--- src/rtl/raw_scoreboard.sv ---
// ---------------------------------------------------------------------------
// raw_scoreboard
//
// Purpose:
//   Sits beside the ID stage and tracks destinations of long-latency
//   producers (loads, multi-cycle ALU ops) whose data cannot be forwarded
//   until writeback. An instruction in ID that reads or overwrites such a
//   register stalls until the producer retires. The block also caps the
//   number of in-flight long ops, counts stall cycles, and flags writebacks
//   that do not match any tracked producer.
//
// Ports:
//   clk            pipeline clock
//   rst_n          asynchronous active-low reset
//   id_valid_i     ID holds a valid instruction
//   id_rs1_re_i    instruction reads rs1
//   id_rs1_addr_i  rs1 index
//   id_rs2_re_i    instruction reads rs2
//   id_rs2_addr_i  rs2 index
//   id_rd_we_i     instruction writes rd
//   id_rd_addr_i   rd index
//   id_long_i      result is produced late (not forwardable before WB)
//   flush_i        ID instruction is being killed
//   wb_done_i      a long-latency result is written back this cycle
//   wb_addr_i      register index of that result
//   stall_req_o    hold PC/IF/ID, insert bubble into EX
//   issue_fire_o   ID instruction advances this cycle
//   pending_o      per-register pending bits, bit 0 always 0
//   outstanding_o  number of tracked long ops
//   stall_cnt_o    saturating count of stall cycles
//   err_o          sticky protocol error
// ---------------------------------------------------------------------------
module raw_scoreboard #(
    parameter int MAX_OUTSTANDING = 4,
    parameter int CNT_W           = 3
) (
    input  logic             clk,
    input  logic             rst_n,
    input  logic             id_valid_i,
    input  logic             id_rs1_re_i,
    input  logic [4:0]       id_rs1_addr_i,
    input  logic             id_rs2_re_i,
    input  logic [4:0]       id_rs2_addr_i,
    input  logic             id_rd_we_i,
    input  logic [4:0]       id_rd_addr_i,
    input  logic             id_long_i,
    input  logic             flush_i,
    input  logic             wb_done_i,
    input  logic [4:0]       wb_addr_i,
    output logic             stall_req_o,
    output logic             issue_fire_o,
    output logic [31:0]      pending_o,
    output logic [CNT_W-1:0] outstanding_o,
    output logic [31:0]      stall_cnt_o,
    output logic             err_o
);

    localparam logic [CNT_W-1:0] MaxCnt = CNT_W'(MAX_OUTSTANDING);

    logic [31:0]      pending_q, pending_d;
    logic [CNT_W-1:0] outstanding_q, outstanding_d;
    logic [31:0]      stallCnt_q, stallCnt_d;
    logic             err_q, err_d;

    logic wbOk;
    logic rs1Haz;
    logic rs2Haz;
    logic wawHaz;
    logic capHaz;
    logic stallReq;
    logic issueFire;
    logic track;

    // Hazard detection. A writeback to the same index in this cycle releases
    // the consumer because the forwarding unit's WB path supplies the data.
    // The capacity check lets a new long op in when a slot frees this cycle.
    always_comb begin
        wbOk   = wb_done_i && (wb_addr_i != 5'd0) && pending_q[wb_addr_i];
        rs1Haz = id_rs1_re_i && (id_rs1_addr_i != 5'd0) && pending_q[id_rs1_addr_i]
                 && !(wb_done_i && (wb_addr_i == id_rs1_addr_i));
        rs2Haz = id_rs2_re_i && (id_rs2_addr_i != 5'd0) && pending_q[id_rs2_addr_i]
                 && !(wb_done_i && (wb_addr_i == id_rs2_addr_i));
        wawHaz = id_rd_we_i && (id_rd_addr_i != 5'd0) && pending_q[id_rd_addr_i]
                 && !(wb_done_i && (wb_addr_i == id_rd_addr_i));
        capHaz = id_long_i && id_rd_we_i && (id_rd_addr_i != 5'd0)
                 && (outstanding_q == MaxCnt) && !wbOk;

        stallReq  = id_valid_i && !flush_i && (rs1Haz || rs2Haz || wawHaz || capHaz);
        issueFire = id_valid_i && !flush_i && !stallReq;
        track     = issueFire && id_long_i && id_rd_we_i && (id_rd_addr_i != 5'd0);
    end

    // Next-state for the scoreboard. Retire clears first and track sets
    // afterwards, so a same-index retire+track leaves the register pending.
    // Bit 0 is forced low because x0 never holds a real result.
    always_comb begin
        pending_d     = pending_q;
        outstanding_d = outstanding_q;
        stallCnt_d    = stallCnt_q;
        err_d         = err_q;

        if (wbOk) begin
            pending_d[wb_addr_i] = 1'b0;
        end
        if (track) begin
            pending_d[id_rd_addr_i] = 1'b1;
        end
        pending_d[0] = 1'b0;

        if (track && !wbOk) begin
            outstanding_d = outstanding_q + CNT_W'(1);
        end else if (wbOk && !track) begin
            outstanding_d = outstanding_q - CNT_W'(1);
        end

        if (stallReq && (stallCnt_q != 32'hFFFF_FFFF)) begin
            stallCnt_d = stallCnt_q + 32'd1;
        end

        if (wb_done_i && !wbOk) begin
            err_d = 1'b1;
        end
    end

    // State registers with asynchronous active-low reset. All in-flight
    // tracking is dropped on reset since the pipeline resets alongside.
    always_ff @(posedge clk or negedge rst_n) begin
        if (!rst_n) begin
            pending_q     <= 32'd0;
            outstanding_q <= '0;
            stallCnt_q    <= 32'd0;
            err_q         <= 1'b0;
        end else begin
            pending_q     <= pending_d;
            outstanding_q <= outstanding_d;
            stallCnt_q    <= stallCnt_d;
            err_q         <= err_d;
        end
    end

    // Output mapping.
    always_comb begin
        stall_req_o   = stallReq;
        issue_fire_o  = issueFire;
        pending_o     = pending_q;
        outstanding_o = outstanding_q;
        stall_cnt_o   = stallCnt_q;
        err_o         = err_q;
    end

endmodule

--- config.mk ---
export PLATFORM = sky130hd
export DESIGN_NAME = raw_scoreboard
export DESIGN_NICKNAME = d
export VERILOG_FILES = /design/src/rtl/raw_scoreboard.sv
export SDC_FILE = /design/constraint.sdc
export NUM_CORES = 1
export LEC_CHECK = 0
export BUFFER_PORTS_ARGS = -buffer_cell sky130_fd_sc_hd__buf_2
export CAP_MARGIN = 5
export CORE_MARGIN = 3
export CORE_UTILIZATION = 30
export CTS_CLUSTER_DIAMETER = 40
export DETAILED_ROUTE_END_ITERATION = 12
export GPL_ROUTABILITY_DRIVEN = 1
export PLACE_DENSITY = 0.56
export REMOVE_ABC_BUFFERS = 1
export SLEW_MARGIN = 0
export SYNTH_ARGS = -nofsm -noshare
export SYNTH_HDL_FRONTEND = slang
export SYNTH_SLANG_ARGS = --single-unit
--- constraint.sdc ---
create_clock -name clk -period 3.4 [get_ports clk]
set_input_delay 0.68 -clock clk [delete_from_list [all_inputs] [get_ports clk]]
set_output_delay 0.68 -clock clk [all_outputs]
set_load 0.01 [all_outputs]
==> run summary, run 1 <==
Leak pwr: 2.73 nW
Mapped Avg Cell Area: 10.6 sq um
ANT cells: 0
Die H: 129 um
Cells after Synth: 431
1st-iter DRT viols: 263
Critical path class: input pin to primary output
CTS Sinks: 67
Number of flops mapped to enable cells by yosys: 0
Synth Cell Area: 4560 sq um
Gr usage total: 18.0%
Yosys cell types: 62
Slew HR: 39.0%
Worst setup EP type: primary output
First-pass GRT wire length: 23400 um
Starting density of the core: 31.0%
Tmin final: 3.32 ns
Vias in the first global route: 4281
Final period utilization: 97.5%
DRC Markers: 0
Yosys top cell area share: 36.8%
Setup WS pre-CTS: -0.240 ns
Gpl congestion: 0.939
Site Rows: 44
Detail Route Antenna Nets: 0
Drt pass-1 iters: 4
Final Hold Vio Count: 0
Die W: 129 um
Crit-path max FO: 6
Initial antenna violation count: 0
Routed wire per std cell: 19.7 um
Fraction of registers with async set/reset: 100%
Vias: 4212
Hold_buf cts: 0
Clk_lat worst skew: 0.33 ns
Synth area leaders: dfrtp_1 (37%), mux4_2 (12%), xor2_1 (5.8%)
Worst Tran Pin Value: 0.915 ns
GR Overflow Total: 0
Fin. max-slew vios: 0
Post-route setup slack: 0.0844 ns
Maximum VDD drop: 269 uV
Synth Register Bits: 67
CORE AREA: 14700 sq um
Status: finished clean
Yosys warning count: 0
Pwr Total: 2.43 mW
Nets: 604
Final WL: 15000 um
Pwr Density: 406 nW/um^2
CTS tree: yes
Full die area: 16700 sq um
Max Cap Violations: 0
Io pins: 99
CP arrival: 2.64 ns
Ys flop type: dfrtp_1
Filler Cells Inserted: 1420
Area Growth Syn to Fin: 31.3%
DP HPWL: 11400 um
Startpoint Class: input pin
Number of vias per cell: 5.55
Largest net degree at the start of global routing: 40
Max clock buf depth: 2
CTS H-tree depth: 3
Clk slew on worst S/H paths: 0.05 ns
Required time of the worst setup path: 2.72 ns
Fmax: 302 MHz
Layout cells sized above 1: 42.3%
Final setup vio count: 0
Post-synthesis sequential area ratio: 36.8%
Worst Clk Skew: 0.00626 ns
Clock root buffer: clkbuf_16
Synth area leader: dfrtp_1
HP Class: register to register
Cts bufs inserted: 9
I/O Buffers: 97
cell type report:
type,instances,area [sq um],area share (%)
clock buffers,12,267,4.45
multi-input cells,321,2700,45.1
inverters,14,52.6,0.878
flip-flops and latches,67,1690,28.2
well taps,184,230,3.85
repair buffers,159,1010,16.9
clock inverters,2,35.0,0.585
registers in the layout, indices dropped and copies added (netlist names):
signal / cells
stall_cnt_o: 32
pending_o: 31
outstanding_o: 3
err_o: 1
through the flow:
step | hold WS, ns | std cells | utilization (%) | cell area [sq um] | TNS (ns)
after floorplan | 0.384 | 402 | - | 4390 | -1.08
after global placement | 0.454 | 743 | 37.9 | 5570 | -0.421
after detailed placement | 0.466 | 743 | 37.9 | 5570 | -0.873
after CTS | 0.481 | 757 | 40.2 | 5900 | 0
after global routing | 0.505 | 759 | 40.7 | 5990 | -0.00771
final | 0.470 | 759 | 40.7 | 5990 | 0
where the power goes:
part	internal [mW]	leakage [nW]	switching, mW	total [mW]
registers	0.867	0.869	0.110	0.977
logic	0.258	1.71	0.251	0.509
clock network	0.617	0.151	0.329	0.946
cell families after synthesis:
| family | count (synthesis) | synth area share, % |
|---|---|---|
| multiplexers | 39 | 15.6 |
| other | 1 | 0.0823 |
| XOR/XNOR | 49 | 9.42 |
| adder cells (fa/ha/maj) | 3 | 0.988 |
| AO/OA/AOI/OAI | 85 | 12.1 |
| AND/OR/NAND/NOR | 144 | 20.1 |
| buffers and inverters | 43 | 4.83 |
| flip-flops | 67 | 36.8 |
per-layer routing:
layer	global-route usage, %	vias to the layer above	share of wire, %
met4	6.79	0	1.8
li1	-	1868	-
met1	23.1	2112	42
met3	4.99	26	8.4
met2	29.1	206	48
met5	0	-	0
synthesized netlist by cell type (all sizes together) (2+ instances only):
library cell	instances
dfrtp	67
o211ai	2
a32oi	2
o311ai	2
mux4	25
inv	14
or4	4
clkbuf	7
nor3	18
ha	2
or3	7
mux2	7
nand3b	10
nor2b	13
mux2i	7
and4	2
or2	2
o21ai	65
and3b	2
nand4	9
and3	4
xnor2	19
nand2b	9
nor2	12
nand3	18
nor4	9
or3b	5
xor2	30
buf	22
nand2	18
critical path, stage by stage:
cell       delay (ns)
buf_8            0.11
mux4_2           0.50
nor2b_4          0.14
o41ai_2          0.36
nand3_2          0.15
o2111ai_4        0.24
buf_6            0.14
nor2b_4          0.12
buf_4            0.11
buf_6            0.09
timing repair:
item | 4_1_cts | 5_1_grt
endpoints found under the hold margin | 0 | 0
endpoints found under the setup margin | 2 | 3
gates resized for setup | 9 | 22
buffers inserted | 0 | 2
pin swaps | 4 | 8
worst paths after layout:
check / start / to / slack (ns) / depth (start not counted)
worst max-delay path: wb_addr_i[0] / stall_req_o / 0.08 / 10
worst min-delay path: err_o$_DFFE_PN0P_ / err_o$_DFFE_PN0P_ / 0.47 / 1
worst max register to register: pending_o[25]$_DFF_PN0_ / outstanding_o[2]$_DFFE_PN0P_ / 0.19 / 13
worst min register to register: err_o$_DFFE_PN0P_ / err_o$_DFFE_PN0P_ / 0.47 / 1
max in group asynchronous: rst_n / pending_o[22]$_DFF_PN0_ / 1.97 / 2
min in group asynchronous: rst_n / pending_o[4]$_DFF_PN0_ / 0.48 / 1
cells in the final DEF (no fill, tap or decap), types with 12 or more instances in the layout:
cell | netlist | final
o21ai_0 | 33 | 32
o21ai_1 | 24 | 24
xor2_1 | 30 | 30
inv_1 | 12 | 12
nor3_1 | 12 | 12
nand3_1 | 17 | 17
buf_4 | 3 | 58
buf_2 | 13 | 90
nand2_1 | 18 | 18
mux4_2 | 25 | 25
dfrtp_1 | 67 | 60
xnor2_1 | 19 | 19
nor2_1 | 12 | 12
Note: power is estimated with default switching activity, not from simulation.
==> run 2, diff against run 1 <==
Settings changed: RECOVER_POWER set to 25.
==> run summary, run 2 (synthesis results as in run 1) <==
Status: complete, but fails checks
CTS tree: yes
Io pins: 99 (unchanged)
Setup_tns: 0 ns (unchanged)
Filler Cells Inserted: 1424 (+0.28%)
Layout cells sized above 1: 40.0% (-2.3 points)
Final period utilization: 97.5% (about the same)
Worst Tran Pin Value: 2.21 ns (+1.30 ns)
I/O Buffers: 97 (unchanged)
Fin. max-slew vios: 40 (+40)
Routed wire per std cell: 19.6 um (-0.70%)
Max clock buf depth: 2 (unchanged)
CTS H-tree depth: 3 (unchanged)
Commonest non-fill, non-tap cell in the layout: buf_2
Commonest non-fill, non-tap cells in the layout: buf_2 (77), dfrtp_1 (60), buf_4 (58)
CTS Sinks: 67 (unchanged)
Drt pass-1 iters: 4 (unchanged)
Die W: 129 um (unchanged)
Seq. cell area: 1690 sq um (unchanged)
Largest net degree at the start of global routing: 40 (unchanged)
Clk slew on worst S/H paths: 0.05 ns (about the same)
Max Cap Violations: 1 (+1)
Multi-input logic area: 2700 sq um (unchanged)
Number of vias per cell: 5.50 (-0.83%)
DRC Markers: 0 (unchanged)
Gpl congestion: 0.939 (unchanged)
Failing checks: max-capacitance violations, max-slew violations
GR Overflow Total: 0 (unchanged)
DP HPWL: 11400 um (unchanged)
Leak pwr: 2.68 nW (-1.5%)
Gr usage total: 18.0% (unchanged)
Max reg flops: 32 (unchanged)
Critical path class: input pin to primary output
Final setup vio count: 0 (unchanged)
Detail Route Antenna Nets: 0 (unchanged)
Final Hold Vio Count: 0 (unchanged)
Cts bufs inserted: 9 (unchanged)
1st-iter DRT viols: 264 (+0.38%)
Clock root buffer: clkbuf_16
Nets: 604 (unchanged)
Final WL: 14900 um (-0.70%)
Site Rows: 44 (unchanged)
Worst hold slack: 0.473 ns (+0.00329 ns)
Pwr Density: 407 nW/um^2 (+0.28%)
HP Class: register to register
Clk_lat worst skew: 0.33 ns (about the same)
First-pass GRT wire length: 23400 um (unchanged)
Worst setup EP type: primary output
CP arrival: 2.64 ns (about the same)
Maximum VDD drop: 269 uV (about the same)
Crit-path max FO: 6 (unchanged)
Fmax: 302 MHz (about the same)
Starting density of the core: 31.0% (unchanged)
Worst Clk Skew: 0.00556 ns (-0.000700 ns)
Tmin final: 3.32 ns (-0.000398 ns)
Area Growth Syn to Fin: 31.0%
ANT cells: 0 (unchanged)
Hold_buf cts: 0 (unchanged)
Vias in the first global route: 4281 (unchanged)
Required time of the worst setup path: 2.72 ns (about the same)
CORE AREA: 14700 sq um (unchanged)
Vias: 4177 (-0.83%)
Die H: 129 um (unchanged)
Full die area: 16700 sq um (unchanged)
Slew HR: -47.3% (-86 points)
Startpoint Class: input pin
Initial antenna violation count: 0 (unchanged)
## run 2: area by class of cell
cell class / instances / share of cell area [%]
multi-input combinational: 321 / 45.3
sequential: 67 / 28.2
timing repair buffer: 159 / 16.7
clock buffer: 12 / 4.46
tap: 184 / 3.86
inverter: 14 / 0.880
clock inverter: 2 / 0.587
## run 2: worst paths after layout
| path | from | end | slack [ns] | cells after the start |
|---|---|---|---|---|
| min reg2reg | err_o$_DFFE_PN0P_ | err_o$_DFFE_PN0P_ | 0.47 | 1 |
| min in group asynchronous | rst_n | pending_o[4]$_DFF_PN0_ | 1.01 | 1 |
| max | wb_addr_i[0] | stall_req_o | 0.08 | 10 |
| max reg2reg | pending_o[25]$_DFF_PN0_ | outstanding_o[2]$_DFFE_PN0P_ | 0.21 | 13 |
| max in group asynchronous | rst_n | pending_o[11]$_DFF_PN0_ | 0.97 | 1 |
| min | err_o$_DFFE_PN0P_ | err_o$_DFFE_PN0P_ | 0.47 | 1 |
## run 2: per-stage QoR
step / total power [mW] / worst slack (ns) / util, % / area [sq um] / cells
finish: 2.43 / 0.0848 / 40.6 / 5970 / 759
global route: 2.55 / -0.00771 / 40.6 / 5970 / 759
CTS: 2.45 / 0.0280 / 40.2 / 5900 / 757
detailed placement: 1.48 / -0.240 / 37.9 / 5570 / 743
global placement: 1.47 / -0.157 / 37.9 / 5570 / 743
floorplan: 1.20 / -0.233 / - / 4390 / 402
## run 2: critical path, stage by stage
cell       delay (ns)
buf_8            0.11
mux4_2           0.50
nor2b_4          0.14
o41ai_2          0.36
nand3_2          0.15
o2111ai_4        0.24
buf_6            0.13
nor2b_4          0.12
buf_4            0.11
buf_6            0.09
## run 2: where the power goes
group | leakage, nW | switching [mW] | internal, mW
Combinational | 1.66 | 0.250 | 0.256
Sequential | 0.869 | 0.111 | 0.867
Clock | 0.151 | 0.331 | 0.618
Total | 2.68 | 0.691 | 1.74
## run 2: metal layers
metal  vias up  GRT usage [%]  part of all wire (%)  wire, um
li1       1868              -                     -         -
met1      2090           23.1                    41      6040
met2       197           29.1                    49      7220
met3        22           4.99                   9.3      1380
met4         0           6.79                   1.5       218
met5         -              0                     0         0
## run 2: repair_timing
action | 4_1_cts | 5_1_grt
setup buffers | 0 | 2
resized for setup | 9 | 22
pin swaps | 4 | 8
endpoints found under the setup margin | 2 | 3
hold endpoints to repair | 0 | 0
==> run 3, diff against run 2 <==
Settings changed: BUFFER_PORTS_ARGS -buffer_cell sky130_fd_sc_hd__buf_2 to unset, CTS_BUF_LIST set to sky130_fd_sc_hd__clkbuf_2 sky130_fd_sc_hd__clkbuf_4 sky130_fd_sc_hd__clkbuf_8, DONT_BUFFER_PORTS set to 1, PLACE_DENSITY 0.56 to 0.51.
==> run summary, run 3 (synthesis results as in run 1) <==
First-pass GRT wire length: 21300 um (-9.1%)
Final Hold Vio Count: 0 (unchanged)
Starting density of the core: 31.0% (unchanged)
Tmin final: 3.30 ns (-0.0153 ns)
GR Util met1: 21.4% (-1.7 points)
CTS tree: yes
Clock root buffer: clkbuf_8
DP HPWL: 9990 um (-12%)
Commonest non-fill, non-tap cells in the layout: dfrtp_1 (58), o21ai_0 (33), xor2_1 (30)
Clk_lat worst skew: 0.37 ns (+0.04 ns)
Largest net degree at the start of global routing: 68 (+70%)
Worst Tran Pin Value: 1.73 ns (-0.481 ns)
Worst setup EP type: primary output
Detail Route Antenna Nets: 0 (unchanged)
Most used routing layer: met2
Fmax: 303 MHz (+0.46%)
Met3 Resource Use GR: 6.18% (+1.2 points)
Commonest non-fill, non-tap cell in the layout: dfrtp_1
Io pins: 99 (unchanged)
Routed wire per std cell: 22.1 um (+13%)
Status: complete, but fails checks
Pwr Density: 385 nW/um^2 (-5.6%)
ANT cells: 0 (unchanged)
Max clock buf depth: 2 (unchanged)
Setup WS pre-CTS: -0.0659 ns (+0.174 ns)
Drt pass-1 iters: 5 (+1)
Layout cells sized above 1: 26.4% (-14 points)
DRC Markers: 0 (unchanged)
Vias in the first global route: 3596 (-16%)
Max reg flops: 32 (unchanged)
FF-to-FF path depth: 13 (unchanged)
GR Overflow Total: 0 (unchanged)
Critical path class: register to primary output
Finished Layout Cells: 628 (-17%)
Gpl congestion: 0.869 (-7.5%)
HP Class: input pin to register
Fin. max-slew vios: 68 (+70%)
Gr usage total: 16.8% (-1.2 points)
Worst Clk Skew: 0.0222 ns (+0.0166 ns)
Final period utilization: 97.1% (-0.45 points)
Startpoint Class: register
Area Growth Syn to Fin: 10.7%
Grt met2 use: 26.8% (-2.4 points)
Hold depth: 1 (unchanged)
Filler Cells Inserted: 1486 (+4.4%)
Die W: 129 um (unchanged)
Full die area: 16700 sq um (unchanged)
Cells after DPL: 609 (-18%)
Clk slew on worst S/H paths: 0.08 ns (+0.03 ns)
Site Rows: 44 (unchanged)
Slew HR: -15.3% (+32 points)
Initial antenna violation count: 0 (unchanged)
Final WL: 13900 um (-6.8%)
CORE AREA: 14700 sq um (unchanged)
Worst hold slack: 0.428 ns (-0.0450 ns)
1st-iter DRT viols: 259 (-1.9%)
I/O Buffers: 0 (-100%)
Die H: 129 um (unchanged)
Cts bufs inserted: 9 (unchanged)
Leak pwr: 2.01 nW (-25%)
CP arrival: 2.62 ns (-0.02 ns)
Failing checks: max-capacitance violations, max-slew violations
CTS Sinks: 67 (unchanged)
Number of vias per cell: 5.75 (+4.6%)
Max Cap Violations: 1 (unchanged)
Final setup vio count: 0 (unchanged)
CTS H-tree depth: 3 (unchanged)
Maximum VDD drop: 353 uV (+31%)
Required time of the worst setup path: 2.72 ns (about the same)
Vias: 3614 (-13%)
Post-route setup slack: 0.100 ns (+0.0153 ns)
Nets: 471 (-22%)
RSZ-0062 raised after global routing: false
Crit-path max FO: 6 (unchanged)
run 3: routing by layer:
layer  wire length [um]  vias to the layer above
met5                  0                        -
met4                255                        0
met3               1360                       25
met2               6620                      180
met1               5630                     1799
li1                   -                     1610
run 3: cell type report:
class	instances	area (sq um)	area share, %
clock inverters	7	51.3	1.02
flip-flops and latches	67	1690	33.4
clock buffers	9	124	2.45
inverters	14	55.1	1.09
well taps	184	230	4.56
repair buffers	26	196	3.89
multi-input cells	321	2700	53.5
run 3: worst paths after layout:
kind,from,to,slack (ns)
setup reg to reg,pending_o[14]$_DFF_PN0_,outstanding_o[2]$_DFFE_PN0P_,0.23
min in group asynchronous,rst_n,stall_cnt_o[16]$_DFFE_PN0P_,0.76
max in group asynchronous,rst_n,pending_o[15]$_DFF_PN0_,1.49
setup / recovery,pending_o[23]$_DFF_PN0_,stall_req_o,0.10
hold / removal,wb_done_i,err_o$_DFFE_PN0P_,0.43
hold reg to reg,err_o$_DFFE_PN0P_,err_o$_DFFE_PN0P_,0.55
run 3: repair_timing:
item	4_1_cts	5_1_grt
hold buffers	1	0
hold endpoints to repair	67	0
setup endpoints to repair	0	3
setup buffers	0	2
gates resized for setup	0	20
run 3: critical path, stage by stage (launching register included):
cell	delay [ns]
dfrtp_1	0.48
mux4_2	0.48
nor2b_1	0.15
o41ai_2	0.37
nand3_2	0.16
o2111ai_4	0.26
nor2b_1	0.19
buf_4	0.16
run 3: through the flow:
stage | TNS (ns) | utilization, % | power, mW | instance area [sq um]
final | 0 | 34.3 | 1.94 | 5050
after global routing | 0 | 34.3 | 2.06 | 5050
after detailed placement | -0.0692 | 32.6 | 1.31 | 4790
after CTS | 0 | 34.0 | 1.95 | 5000
after floorplan | -1.08 | - | 1.20 | 4390
after global placement | -0.0202 | 32.6 | 1.30 | 4790
run 3: where the power goes:
group / switching, mW / leakage (nW) / internal, mW
Sequential: 0.144 / 0.865 / 0.865
Combinational: 0.140 / 1.06 / 0.174
Clock: 0.350 / 0.0860 / 0.268
Total: 0.634 / 2.01 / 1.31
